**src/rtl/sram_rw_ctrl_if.sv**
```systemverilog
// Purpose : requester and SRAM-side signal bundle for sram_rw_ctrl.
// Latency : none, wires only.
// Backpressure: wr_ready / rd_ready are the only stall signals carried here.
// Ports   : write requester (wr_*), read requester (rd_*), busy,
//           SRAM port 0 write (sram_csb0/addr0/din0), SRAM port 1 byte read (sram_csb1/addr1/dout1).
//           slave modport = controller, master modport = requesters plus SRAM model.
interface sram_rw_ctrl_if;
   logic        wr_req;
   logic [10:0] wr_addr;
   logic [31:0] wr_data;
   logic        wr_ready;
   logic        rd_req;
   logic [10:0] rd_addr;
   logic        rd_ready;
   logic [31:0] rd_data;
   logic        rd_valid;
   logic        busy;
   logic        sram_csb0;
   logic [10:0] sram_addr0;
   logic [31:0] sram_din0;
   logic        sram_csb1;
   logic [12:0] sram_addr1;
   logic [7:0]  sram_dout1;

   modport slave (
      input  wr_req, wr_addr, wr_data, rd_req, rd_addr, sram_dout1,
      output wr_ready, rd_ready, rd_data, rd_valid, busy,
             sram_csb0, sram_addr0, sram_din0, sram_csb1, sram_addr1
   );

   modport master (
      output wr_req, wr_addr, wr_data, rd_req, rd_addr, sram_dout1,
      input  wr_ready, rd_ready, rd_data, rd_valid, busy,
             sram_csb0, sram_addr0, sram_din0, sram_csb1, sram_addr1
   );
endinterface

```
**src/rtl/sram_rw_ctrl.sv**
```systemverilog
// Purpose : 32-bit word write / 4x byte read controller for a dual-port SRAM (32b write, 8b read).
// Latency : write registered at the accept edge; read data + rd_valid 5 cycles after read accept.
// Backpressure: rd_ready low outside IDLE or on a same-word write; wr_ready low on the word being read.
// Ports   : clk, reset (sync, active high), bus (sram_rw_ctrl_if.slave).
module sram_rw_ctrl (
   input logic           clk,
   input logic           reset,
   sram_rw_ctrl_if.slave bus
);

   typedef enum logic [1:0] {S_IDLE, S_ISSUE, S_DRAIN} state_t;

   state_t      state_q, state_d;
   logic [1:0]  cnt_q, cnt_d;
   logic [10:0] rd_word_q, rd_word_d;
   logic        csb0_q, csb0_d;
   logic [10:0] addr0_q, addr0_d;
   logic [31:0] din0_q, din0_d;
   logic        csb1_q, csb1_d;
   logic [12:0] addr1_q, addr1_d;
   logic [23:0] asm_q, asm_d;
   logic [31:0] rd_data_q, rd_data_d;
   logic        rd_valid_q, rd_valid_d;
   logic        busy_q, busy_d;

   logic wr_ready_c, rd_ready_c, wr_acc, rd_acc;

   // A write may not land on the word currently being read out byte by byte.
   assign wr_ready_c = !reset && !((state_q != S_IDLE) && (bus.wr_addr == rd_word_q));
   assign wr_acc     = bus.wr_req && wr_ready_c;

   // A read waits for any write to its word, whether already registered toward
   // the SRAM or being accepted this cycle, so it always sees the new data.
   assign rd_ready_c = !reset && (state_q == S_IDLE)
                       && !(!csb0_q && (addr0_q == bus.rd_addr))
                       && !(wr_acc && (bus.wr_addr == bus.rd_addr));
   assign rd_acc     = bus.rd_req && rd_ready_c;

   always_comb begin
      state_d    = state_q;
      cnt_d      = cnt_q;
      rd_word_d  = rd_word_q;
      csb0_d     = 1'b1;
      addr0_d    = addr0_q;
      din0_d     = din0_q;
      csb1_d     = csb1_q;
      addr1_d    = addr1_q;
      asm_d      = asm_q;
      rd_data_d  = rd_data_q;
      rd_valid_d = 1'b0;

      if (wr_acc) begin
         csb0_d  = 1'b0;
         addr0_d = bus.wr_addr;
         din0_d  = bus.wr_data;
      end

      case (state_q)
         S_IDLE: begin
            if (rd_acc) begin
               state_d   = S_ISSUE;
               cnt_d     = 2'd0;
               rd_word_d = bus.rd_addr;
               csb1_d    = 1'b0;
               addr1_d   = {bus.rd_addr, 2'b00};
            end
         end
         S_ISSUE: begin
            // SRAM read takes one cycle, so the byte issued two edges ago
            // (lane cnt_q-1) is on sram_dout1 now.
            case (cnt_q)
               2'd1:    asm_d[7:0]   = bus.sram_dout1;
               2'd2:    asm_d[15:8]  = bus.sram_dout1;
               2'd3:    asm_d[23:16] = bus.sram_dout1;
               default: ;
            endcase
            if (cnt_q == 2'd3) begin
               state_d = S_DRAIN;
               csb1_d  = 1'b1;
            end else begin
               cnt_d   = cnt_q + 2'd1;
               addr1_d = {rd_word_q, cnt_q + 2'd1};
            end
         end
         S_DRAIN: begin
            // Last lane arrives now; rd_data updates only here so it holds
            // steady between rd_valid pulses.
            rd_data_d  = {bus.sram_dout1, asm_q};
            rd_valid_d = 1'b1;
            state_d    = S_IDLE;
         end
         default: state_d = S_IDLE;
      endcase

      busy_d = (state_d != S_IDLE) || wr_acc;
   end

   always_ff @(posedge clk) begin
      if (reset) begin
         state_q    <= S_IDLE;
         cnt_q      <= 2'd0;
         rd_word_q  <= 11'd0;
         csb0_q     <= 1'b1;
         addr0_q    <= 11'd0;
         din0_q     <= 32'd0;
         csb1_q     <= 1'b1;
         addr1_q    <= 13'd0;
         asm_q      <= 24'd0;
         rd_data_q  <= 32'd0;
         rd_valid_q <= 1'b0;
         busy_q     <= 1'b0;
      end else begin
         state_q    <= state_d;
         cnt_q      <= cnt_d;
         rd_word_q  <= rd_word_d;
         csb0_q     <= csb0_d;
         addr0_q    <= addr0_d;
         din0_q     <= din0_d;
         csb1_q     <= csb1_d;
         addr1_q    <= addr1_d;
         asm_q      <= asm_d;
         rd_data_q  <= rd_data_d;
         rd_valid_q <= rd_valid_d;
         busy_q     <= busy_d;
      end
   end

   assign bus.wr_ready   = wr_ready_c;
   assign bus.rd_ready   = rd_ready_c;
   assign bus.rd_data    = rd_data_q;
   assign bus.rd_valid   = rd_valid_q;
   assign bus.busy       = busy_q;
   assign bus.sram_csb0  = csb0_q;
   assign bus.sram_addr0 = addr0_q;
   assign bus.sram_din0  = din0_q;
   assign bus.sram_csb1  = csb1_q;
   assign bus.sram_addr1 = addr1_q;

endmodule

```
**src/flat_wrapper.sv**
```systemverilog
// flat-port wrapper written by rule: the top's interface ports become plain ports
module sram_rw_ctrl_flat 
  (clk, reset, bus_wr_req, bus_wr_addr, bus_wr_data, bus_rd_req, bus_rd_addr, bus_sram_dout1, bus_wr_ready, bus_rd_ready, bus_rd_data, bus_rd_valid, bus_busy, bus_sram_csb0, bus_sram_addr0, bus_sram_din0, bus_sram_csb1, bus_sram_addr1);
  sram_rw_ctrl_if bus_i ();
  input logic clk;
  input logic reset;
  input wire logic [$bits(bus_i.wr_req)-1:0] bus_wr_req;
  input wire logic [$bits(bus_i.wr_addr)-1:0] bus_wr_addr;
  input wire logic [$bits(bus_i.wr_data)-1:0] bus_wr_data;
  input wire logic [$bits(bus_i.rd_req)-1:0] bus_rd_req;
  input wire logic [$bits(bus_i.rd_addr)-1:0] bus_rd_addr;
  input wire logic [$bits(bus_i.sram_dout1)-1:0] bus_sram_dout1;
  output wire logic [$bits(bus_i.wr_ready)-1:0] bus_wr_ready;
  output wire logic [$bits(bus_i.rd_ready)-1:0] bus_rd_ready;
  output wire logic [$bits(bus_i.rd_data)-1:0] bus_rd_data;
  output wire logic [$bits(bus_i.rd_valid)-1:0] bus_rd_valid;
  output wire logic [$bits(bus_i.busy)-1:0] bus_busy;
  output wire logic [$bits(bus_i.sram_csb0)-1:0] bus_sram_csb0;
  output wire logic [$bits(bus_i.sram_addr0)-1:0] bus_sram_addr0;
  output wire logic [$bits(bus_i.sram_din0)-1:0] bus_sram_din0;
  output wire logic [$bits(bus_i.sram_csb1)-1:0] bus_sram_csb1;
  output wire logic [$bits(bus_i.sram_addr1)-1:0] bus_sram_addr1;
  assign bus_i.wr_req = bus_wr_req;
  assign bus_i.wr_addr = bus_wr_addr;
  assign bus_i.wr_data = bus_wr_data;
  assign bus_i.rd_req = bus_rd_req;
  assign bus_i.rd_addr = bus_rd_addr;
  assign bus_i.sram_dout1 = bus_sram_dout1;
  assign bus_wr_ready = bus_i.wr_ready;
  assign bus_rd_ready = bus_i.rd_ready;
  assign bus_rd_data = bus_i.rd_data;
  assign bus_rd_valid = bus_i.rd_valid;
  assign bus_busy = bus_i.busy;
  assign bus_sram_csb0 = bus_i.sram_csb0;
  assign bus_sram_addr0 = bus_i.sram_addr0;
  assign bus_sram_din0 = bus_i.sram_din0;
  assign bus_sram_csb1 = bus_i.sram_csb1;
  assign bus_sram_addr1 = bus_i.sram_addr1;
  sram_rw_ctrl u_core (.clk(clk), .reset(reset), .bus(bus_i));
endmodule
```
**config.mk**
```make
export PLATFORM = sky130hd
export DESIGN_NAME = sram_rw_ctrl_flat
export DESIGN_NICKNAME = d
export VERILOG_FILES = /design/src/rtl/sram_rw_ctrl_if.sv /design/src/rtl/sram_rw_ctrl.sv /design/src/flat_wrapper.sv
export SDC_FILE = /design/constraint.sdc
export NUM_CORES = 1
export LEC_CHECK = 0
export CAP_MARGIN = 20
export CORE_ASPECT_RATIO = 1.2
export CORE_MARGIN = 1
export CORE_UTILIZATION = 42
export DETAILED_ROUTE_END_ITERATION = 12
export PLACE_DENSITY = 0.83
export SKIP_LAST_GASP = 1
export SYNTH_ARGS = -nofsm -noshare
export SYNTH_HDL_FRONTEND = slang
export SYNTH_SLANG_ARGS = --single-unit
```
**constraint.sdc**
```tcl
create_clock -name clk -period 1.8 [get_ports clk]
set_input_delay 0.18 -clock clk [delete_from_list [all_inputs] [get_ports clk]]
set_output_delay 0.18 -clock clk [all_outputs]
set_load 0.1 [all_outputs]
```
# Word-level counts from Yosys, hierarchy flattened
# Cells that the tools add are included.
# totals
register_bits	131
latch_bits	0
mem_bits_rw	0
romBits	0
input_bits	66
mem_count	0
# classes
addsub	1
mul	0
n_div	0
magnitude_cmp	0
n_eq_ne	11
shifts	0
n_mux	14
n_bitwise	0
n_reduce_logical	25
# op_table
op	n
11-bit == test	3
13-bit 2-to-1 mux	2
13-bit one-hot mux with 2 select lines	1
1-bit logical AND	9
2-bit 2-to-1 mux	4
2-bit one-hot mux with 2 select lines	2
2-bit AND reduction	4
2-bit == test, second input constant	3
3-bit AND reduction	2
2-bit nonzero test	3
1-bit zero test	5
2-bit by 1-bit == test with 1-bit output, second input constant	2
1-bit 2-to-1 mux	4
2-bit by 1-bit inequality test with 1-bit output, second input constant	2
2-bit by 1-bit adder with 2-bit output, second input constant	1
2-bit zero test	1
2-bit inequality test, second input constant	1
1-bit one-hot mux with 2 select lines	1
1-bit logical OR	1

# Depth between registers and ports, before layout
# Gate-level depths: netlist (run 1).
# depth
word_depth	13
ltp_mapped	8
ltp_nobuf	7

# Least setup slack after synthesis (run 1)
# No wires, ideal clock.
# synth_path
kind	reg2reg
from	register u_core.addr0_q[7] (netlist: u_core.bus.sram_addr0[7])
to	register u_core.rd_word_q[1]
setup_ps	70
t_arrival_ps	2367
t_required_ps	1730
setup_slack_ps	-638
path_stages_with_launch	9
period_less_slack_ps	2438
cell_sequence	dfxtp_1 -> xor2_1 -> nor4_1 -> nand3_1 -> o211ai_4 -> inv_4 -> buf_2 -> nand3_1 -> a21oi_1
# synth_via
elab_chain_cells	7
# synth_lines
item	line_no	rtl
from (decl)	sram_rw_ctrl.sv:17	logic [10:0] addr0_q, addr0_d;
from (signal assigned)	sram_rw_ctrl.sv:117	addr0_q <= addr0_d;
11-bit == test	sram_rw_ctrl.sv:35	&& !(!csb0_q && (addr0_q == bus.rd_addr))
1-bit logical AND	sram_rw_ctrl.sv:35	
1-bit zero test	sram_rw_ctrl.sv:35	
1-bit logical AND	sram_rw_ctrl.sv:35	
1-bit logical AND	sram_rw_ctrl.sv:36	&& !(wr_acc && (bus.wr_addr == bus.rd_addr));
net bus_rd_ready	flat_wrapper.sv:14	output wire logic [$bits(bus_i.rd_ready)-1:0] bus_rd_ready;
1-bit logical AND	sram_rw_ctrl.sv:37	assign rd_acc = bus.rd_req && rd_ready_c;
2-bit AND reduction (no line)	n/a	
to (signal assigned)	sram_rw_ctrl.sv:115	rd_word_q <= rd_word_d;
to (decl)	sram_rw_ctrl.sv:15	logic [10:0] rd_word_q, rd_word_d;
# The timed path passes the listed nets, and every way through them passes these cells.
# A chain may end at the register's enable or synchronous reset.

# Final worst setup path (run 1)
# layout_path
from	register u_core.addr0_q[2] (netlist: u_core.bus.sram_addr0[2])
to	register u_core.addr1_q[11] (netlist: u_core.bus.sram_addr1[11])
# layout_via
elab_chain_cells	8
# layout_lines
item	line_no	rtl
11-bit == test	sram_rw_ctrl.sv:35	
1-bit logical AND	sram_rw_ctrl.sv:35	
1-bit zero test	sram_rw_ctrl.sv:35	
1-bit logical AND	sram_rw_ctrl.sv:35	
1-bit logical AND	sram_rw_ctrl.sv:36	
1-bit logical AND	sram_rw_ctrl.sv:37	
2-bit by 1-bit inequality test with 1-bit output (no line)	n/a	
3-bit AND reduction (no line)	n/a	
to (signal assigned)	sram_rw_ctrl.sv:120	addr1_q <= addr1_d;
to (decl)	sram_rw_ctrl.sv:20	logic [12:0] addr1_q, addr1_d;
# No other way between the ends.

==> results.md, run 1 <==
* Result of the run: complete, but fails checks
* Violated checks: setup timing
* Flop and latch count out of synthesis at 129
* List of cells traversed by the critical path: xor2_1, nor4_2, nand3_4, o211ai_4, inv_4, buf_6, buf_4, buf_6, a211oi_4, a311oi_2
* Placement Rows at 44
* Final worst path period share at 123%
* Largest driver fanout on the critical path at 5
* Yosys Warn Count at 0
* Delay of the slowest cell on the worst path at 0.49 ns
* Endpoint of the worst hold-timing path: u_core.bus.sram_addr0[8]
* Arrival time worst endpoint at 2.49 ns
* Path depth of the worst reg2reg path at 10
* Reg2Reg Setup Slack at -0.42 ns
* Starting Density at 43.1%
* GRT Residual Overflow at 0
* Hold Path Stages at 3
* First-pass GRT wire length at 26.3 mm
* Most used cell, CP: sky130_fd_sc_hd__buf_6
* Die outline height at 124 um
* Clock slew seen by the registers of the worst setup and hold paths at 0.06 ns
* Maximum clock frequency at 0.450 GHz
* Proportion of synthesized area in mux cells at 0.216%
* Most common cell after layout, fill and taps aside: sky130_fd_sc_hd__nand2_1
* Complex-gate fraction of the synthesized area at 17.1%
* Top area cells in the synthesized netlist: sky130_fd_sc_hd__dfxtp_1, sky130_fd_sc_hd__nand2_1, sky130_fd_sc_hd__a21oi_1
* Synth Area per Inst at 8.28 um^2
* Power density over the cells at 1020 nW/um^2
* Fraction of final layout cells sized beyond drive strength 1 at 36.0%
* Initial antenna violation count at 0
* DRT iter0 DRCs at 366
* Critical R2R Launch: u_core.bus.sram_addr0[2]
* Number of vias per cell at 5.34
* Total net switching power at 0.00270 W
* Clock Power Share at 43.9%
* Worst Setup Path Type: reg2reg
* Cells after Synth at 631
* Die Outline Area at 12900 um^2
* Critical Path Source Type: flop
* Max-Slew Margin vs Limit at 66.5%
* Clock insertion delay at the later pin of the skew report at 0.42 ns
* Final critical delay including setup and external delays at 2.22 ns
* Maximum buffer depth of the clock tree at 2
* Cell type with the largest total area after synthesis: sky130_fd_sc_hd__dfxtp_1
* Fraction of the mapped netlist area in adder cells at 0.719%
* Number of nets with antenna violations after detailed routing at 0
* Data required time at the worst endpoint at 2.07 ns
* I/O pin total at 160
* Pre-CTS WS at -0.573 ns
* Deepest level of the CTS H-tree at 4
* Max Transition Viols Final at 0
* Hold crit path type: in2reg
* Length of the first detailed-routing pass in iterations at 5
* Post-synthesis xor/xnor area fraction at 5.53%
* Async set-or-reset flop fraction in the synthesized netlist at 0%
* Pin count of the biggest net entering global routing at 53
* Number of clock sinks at 129
* Diodes inserted at 0
* Dpl hpwl at 10.2 mm
* P_leak at 3.53 nW
* Total routing resource utilization after global routing at 26.2%
* Routability congestion estimate at 0.884
* Total power at 0.00897 W
* Master of the slowest instance on the critical path: sky130_fd_sc_hd__nor4_2
* Worst clock skew on the final layout at 0.00732 ns
* Combined area of all synthesized cells at 5220 um^2
* Top_reg_cell synth: sky130_fd_sc_hd__dfxtp_1
* Yosys top cell area share at 49.4%
* Sequential group share of total power at 34.2%
* DRC errors left at 0
* Number of buffers inserted during clock tree synthesis at 17
* Area growth syn-to-layout at 67.9%
* Simple-Gate Fraction of Synth Area at 22.7%
* Dominant delay contributor by cell family on the critical path: simple AND/OR/NAND/NOR gates
* Final setup slack of the worst path at -0.423 ns
* Vias in the first global route at 5380
* Number of flops mapped to enable cells by yosys at 0
* Highest-count cells in the layout ignoring fill and taps: sky130_fd_sc_hd__nand2_1, sky130_fd_sc_hd__buf_4, sky130_fd_sc_hd__dfxtp_1, sky130_fd_sc_hd__a21oi_1, sky130_fd_sc_hd__nand2b_1
* Routed wire length at 18.4 mm
* Combinational fraction of design power at 21.9%
* Setup repair after global routing missed its margin: yes
* Drt wl/cell at 17.8 um
* Mapped Nets at 700
* Category of the worst setup path capture point: flop
* Die width at 104 um
* Area of the core at 12100 um^2
* Number of setup violations in the final report at 73
* Worst-case vdd ir drop at 637 uV
* Worst slew pin tran at 0.503 ns
* Hold Crit Start: bus_wr_addr[8]
* Post-synthesis sequential area ratio at 49.4%
* CTS Root Buffer Type: sky130_fd_sc_hd__clkbuf_16
* Max-cap violations at 0
* P_int at 0.00627 W
* Number of nets in the layout at 926
* Unique masters post-synth at 37
* Buf/Inv on CP at 4
* R2R Path End: u_core.bus.sram_addr1[11]
* Count of endpoints failing hold in the final timing report at 0
* TritonCTS clock tree: built
* Combinational family with the most area after synthesis: simple AND/OR/NAND/NOR gates
* Routed vias at 5509
* Port Buffers at 159
* Share of total power consumed by net switching at 30.1%
[logic make-up (layout without fill, tap and decap cells)]
family                   after synthesis  count (layout)
adder cells (fa/ha/maj)                3               3
AO/OA/AOI/OAI                        151             152
AND/OR/NAND/NOR                      262             262
multiplexers                           1               1
flip-flops                           129             129
buffers and inverters                 52             290
XOR/XNOR                              33              33
[timing repair]
item / CTS / global route
pin swaps: 30 / 27
setup buffers: 15 / 8
gates resized for setup: 105 / 57
endpoints found under the setup margin: 68 / 73
cloned: 9 / 2
hold buffers: 0 / 0
[layout make-up]
class	count	area, um^2
well taps	161	201
flip-flops and latches	129	2640
multi-input cells	451	2800
clock inverters	11	196
inverters	5	21.3
clock buffers	21	482
fillers	812	3340
repair buffers	253	2430
[sequential cells by signal, indices dropped and copies added (netlist names)]
signal and flops:
u_core.bus.sram_addr1 13, u_core.bus.sram_addr0 11, u_core.bus.sram_din0 32, u_core.bus.rd_data 32, u_core.bus.rd_valid 1, u_core.bus.busy 1, u_core.bus.sram_csb0 1, u_core.bus.sram_csb1 1
u_core.state_q 2, u_core.asm_q 24, u_core.rd_word_q 11
[routing by layer]
layer	up-vias	GRT usage, %	part of all wire (%)
li1	2568	-	-
met1	2590	28.2	37
met2	279	47.2	52
met3	72	7.43	6.7
met4	0	14.2	4.0
met5	-	0	0
[stage by stage]
step / hold WS, ns / utilization, % / instance area [um^2] / setup TNS, ns / instances
finish: 0.204 / 72.4 / 8770 / -12.63 / 1031
global route: 0.206 / 72.4 / 8770 / -17.90 / 1031
CTS: 0.160 / 70.0 / 8480 / -6.66 / 1025
detailed placement: 0.443 / 59.5 / 7210 / -33.22 / 970
global placement: 0.437 / 59.5 / 7210 / -30.62 / 970
floorplan: 0.288 / - / 5280 / -0.0446 / 631
[cell usage after synthesis (all sizes together) (2+ instances only)]
cell type,n
nor3,3
nor2,6
nand4,5
clkbuf,36
xnor2,22
ha,3
nor2b,2
nand3,28
nand2,166
a211oi,11
o21ai,55
dfxtp,129
nand2b,46
o211ai,2
a21oi,69
inv,5
a311oi,11
xor2,11
nor4,3
buf,11
[power by group through the flow]
stage / Combinational (W) / Clock [W] / Sequential, W
finish: 0.00196 / 0.00394 / 0.00307
global route: 0.00203 / 0.00411 / 0.00308
CTS: 0.00184 / 0.00395 / 0.00306
detailed placement: 0.00166 / 0 / 0.00311
global placement: 0.00164 / 0 / 0.00311
floorplan: 0.000377 / 0 / 0.00383
[tightest hold or removal path, delay by kind of cell]
kind	cells	cell delay [ns]
buf+inv	1	0.26
simple gates	1	0.08
compound gates	1	0.06
[how the worst max path moves through the flow]
stage	from	endpoint	slack, ns	cells after the start
after floorplan	u_core.bus.sram_addr0[4]	u_core.bus.sram_addr1[1]	-0.04	7
after detailed placement	bus_rd_addr[4]	u_core.bus.sram_addr1[6]	-0.57	9
after CTS	u_core.bus.sram_addr0[7]	bus_rd_ready	-0.28	8
final	u_core.bus.sram_addr0[2]	u_core.bus.sram_addr1[11]	-0.42	10
after global routing	u_core.bus.sram_addr0[2]	bus_rd_ready	-0.43	7
after global placement	bus_wr_addr[8]	u_core.bus.sram_addr1[5]	-0.52	9
Note: power is estimated with default switching activity, not from simulation.
==> run 2, diff against run 1 <==
- GPL_TIMING_DRIVEN: unset -> 0
==> run 2 against run 1 <==
Against the previous run:
- the run still ends with setup timing left
- core utilization down 5.7 points
- sequential power about the same
- register-to-register slack better by 0.11 ns
- sequential share of layout area up 2.5 points
- critical path depth down 3
- largest cell class unchanged
==> results.md, run 2 (synthesized netlist as in run 1, its figures left out) <==
* Total routing resource utilization after global routing at 26.1%
* Total net switching power at 0.00256 W
* Pin count of the biggest net entering global routing at 17
* Port Buffers at 158
* Maximum clock frequency at 0.464 GHz
* Count of hold buffers inserted by post-cts repair at 0
* Initial antenna violation count at 0
* Max-cap violations at 0
* Dpl hpwl at 10.9 mm
* Die width at 104 um
* P_int at 0.00558 W
* Fraction of final layout cells sized beyond drive strength 1 at 21.8%
* Length of the first detailed-routing pass in iterations at 7
* TritonCTS clock tree: built
* Master of the slowest instance on the critical path: sky130_fd_sc_hd__dfxtp_1
* Clock insertion delay at the later pin of the skew report at 0.42 ns
* Final instance area at 8080 um^2
* Delay of the slowest cell on the worst path at 0.34 ns
* Pre-CTS WS at -1.56 ns
* Clock Power Share at 41.2%
* Largest driver fanout on the critical path at 3
* I/O pin total at 160
* Category of the worst setup path capture point: output port
* Total instance count after detailed placement at 950
* Diodes inserted at 0
* Dominant delay contributor by cell family on the critical path: simple AND/OR/NAND/NOR gates
* DRC errors left at 0
* Arrival time worst endpoint at 1.97 ns
* Drt wl/cell at 16.6 um
* Data required time at the worst endpoint at 1.62 ns
* Combinational fraction of design power at 21.2%
* Starting Density at 43.1%
* Placement Rows at 44
* Routed vias at 5264
* Worst clock skew on the final layout at 0.00851 ns
* Area post-placement at 7060 um^2
* Maximum buffer depth of the clock tree at 2
* GRT Residual Overflow at 0
* List of cells traversed by the critical path: xnor2_2, nand4_1, nor3_4, o211ai_4, inv_4, buf_8, buf_12
* P_leak at 3.06 nW
* Buf/Inv on CP at 3
* Die outline height at 124 um
* Area growth syn-to-layout at 54.8%
* Result of the run: complete, but fails checks
* Share of total power consumed by net switching at 31.5%
* Number of buffers inserted during clock tree synthesis at 17
* Worst slew pin tran at 0.968 ns
* Final setup slack of the worst path at -0.354 ns
* First-pass GRT wire length at 26.0 mm
* Violated checks: setup timing
* Worst Setup Path Type: reg2out
* Max-Slew Margin vs Limit at 35.7%
* Hold crit path type: in2reg
* Sequential group share of total power at 37.7%
* CTS Root Buffer Type: sky130_fd_sc_hd__clkbuf_16
* Routed wire length at 16.7 mm
* Highest-count cells in the layout ignoring fill and taps: sky130_fd_sc_hd__nand2_1, sky130_fd_sc_hd__dfxtp_1, sky130_fd_sc_hd__a21oi_1, sky130_fd_sc_hd__nand2b_1, sky130_fd_sc_hd__clkdlybuf4s50_1
* Number of clock sinks at 129
* Total power at 0.00814 W
* Setup TNS Final at -11.93 ns
* Count of endpoints failing hold in the final timing report at 0
* Max Transition Viols Final at 0
* Final Non-Filler Cells at 1006
* Deepest level of the CTS H-tree at 4
* Number of vias per cell at 5.23
* Setup repair after global routing missed its margin: yes
* Vias in the first global route at 5218
* Die Outline Area at 12900 um^2
* Number of nets in the layout at 901
* Worst-case vdd ir drop at 509 uV
* Final critical delay including setup and external delays at 2.15 ns
* Most common cell after layout, fill and taps aside: sky130_fd_sc_hd__nand2_1
* Area of the core at 12100 um^2
* Critical Path Source Type: flop
* DRT iter0 DRCs at 300
* Final worst path period share at 120%
* Number of setup violations in the final report at 73
* Routability congestion estimate at 0.867
* Clock slew seen by the registers of the worst setup and hold paths at 0.06 ns
* Power density over the cells at 1010 nW/um^2
* Number of nets with antenna violations after detailed routing at 0
## run 2: final timing paths
| check | slack [ns] | from | end | cells past startpoint |
|---|---|---|---|---|
| setup / recovery | -0.35 | u_core.rd_word_q[7] | bus_rd_ready | 7 |
| hold / removal | 0.18 | bus_wr_addr[5] | u_core.bus.sram_addr0[5] | 3 |
| setup reg to reg | -0.31 | u_core.rd_word_q[7] | u_core.bus.sram_csb1 | 10 |
| hold reg to reg | 0.45 | u_core.bus.rd_data[5] | u_core.bus.rd_data[5] | 2 |
## run 2: metal layers
| metal | vias to the layer above | part of all wire, % | routed length [um] | GRT usage (%) |
|---|---|---|---|---|
| li1 | 2510 | - | - | - |
| met1 | 2436 | 37 | 6120 | 26.5 |
| met2 | 256 | 52 | 8610 | 48.9 |
| met3 | 62 | 7.5 | 1240 | 6.80 |
| met4 | 0 | 4.1 | 686 | 15.1 |
| met5 | - | 0 | 0 | 0 |
## run 2: timing repair
item	CTS	global route
endpoints found under the setup margin	222	134
setup buffers	13	6
pin swaps	33	11
gates cloned	6	2
hold endpoints to repair	0	0
gates resized for setup	288	102
## run 2: layout make-up
cell class | instances | area (um^2)
fillers | 966 | 4030
multi-input cells | 450 | 2640
flip-flops and latches | 129 | 2640
repair buffers | 182 | 1700
clock buffers | 22 | 464
plain buffers | 47 | 313
well taps | 161 | 201
clock inverters | 10 | 110
inverters | 5 | 21.3
## run 2: through the flow
stage	hold slack, ns	utilization (%)
6_report	0.184	66.7
3_5_place_dp	0.445	58.3
4_1_cts	0.179	66.3
3_3_place_gp	0.439	58.3
2_1_floorplan	0.288	-
5_1_grt	0.209	66.7
## run 2: worst register-to-register path: stages, from the launching register on
cell and delay, ns:
sky130_fd_sc_hd__dfxtp_1 0.34, sky130_fd_sc_hd__xnor2_2 0.23, sky130_fd_sc_hd__nand4_1 0.20, sky130_fd_sc_hd__nor3_4 0.29
sky130_fd_sc_hd__o211ai_4 0.12, sky130_fd_sc_hd__inv_4 0.09, sky130_fd_sc_hd__buf_4 0.11, sky130_fd_sc_hd__buf_8 0.14
sky130_fd_sc_hd__buf_8 0.14, sky130_fd_sc_hd__nand2_4 0.05, sky130_fd_sc_hd__a211o_1 0.29
## run 2: power groups by stage
stage	sequential [W]	combinational [W]	clock, W
after floorplan	0.00383	0.000377	0
after global placement	0.00311	0.00158	0
after CTS	0.00306	0.00167	0.00338
after detailed placement	0.00311	0.00159	0
final	0.00306	0.00172	0.00335
after global routing	0.00308	0.00179	0.00353
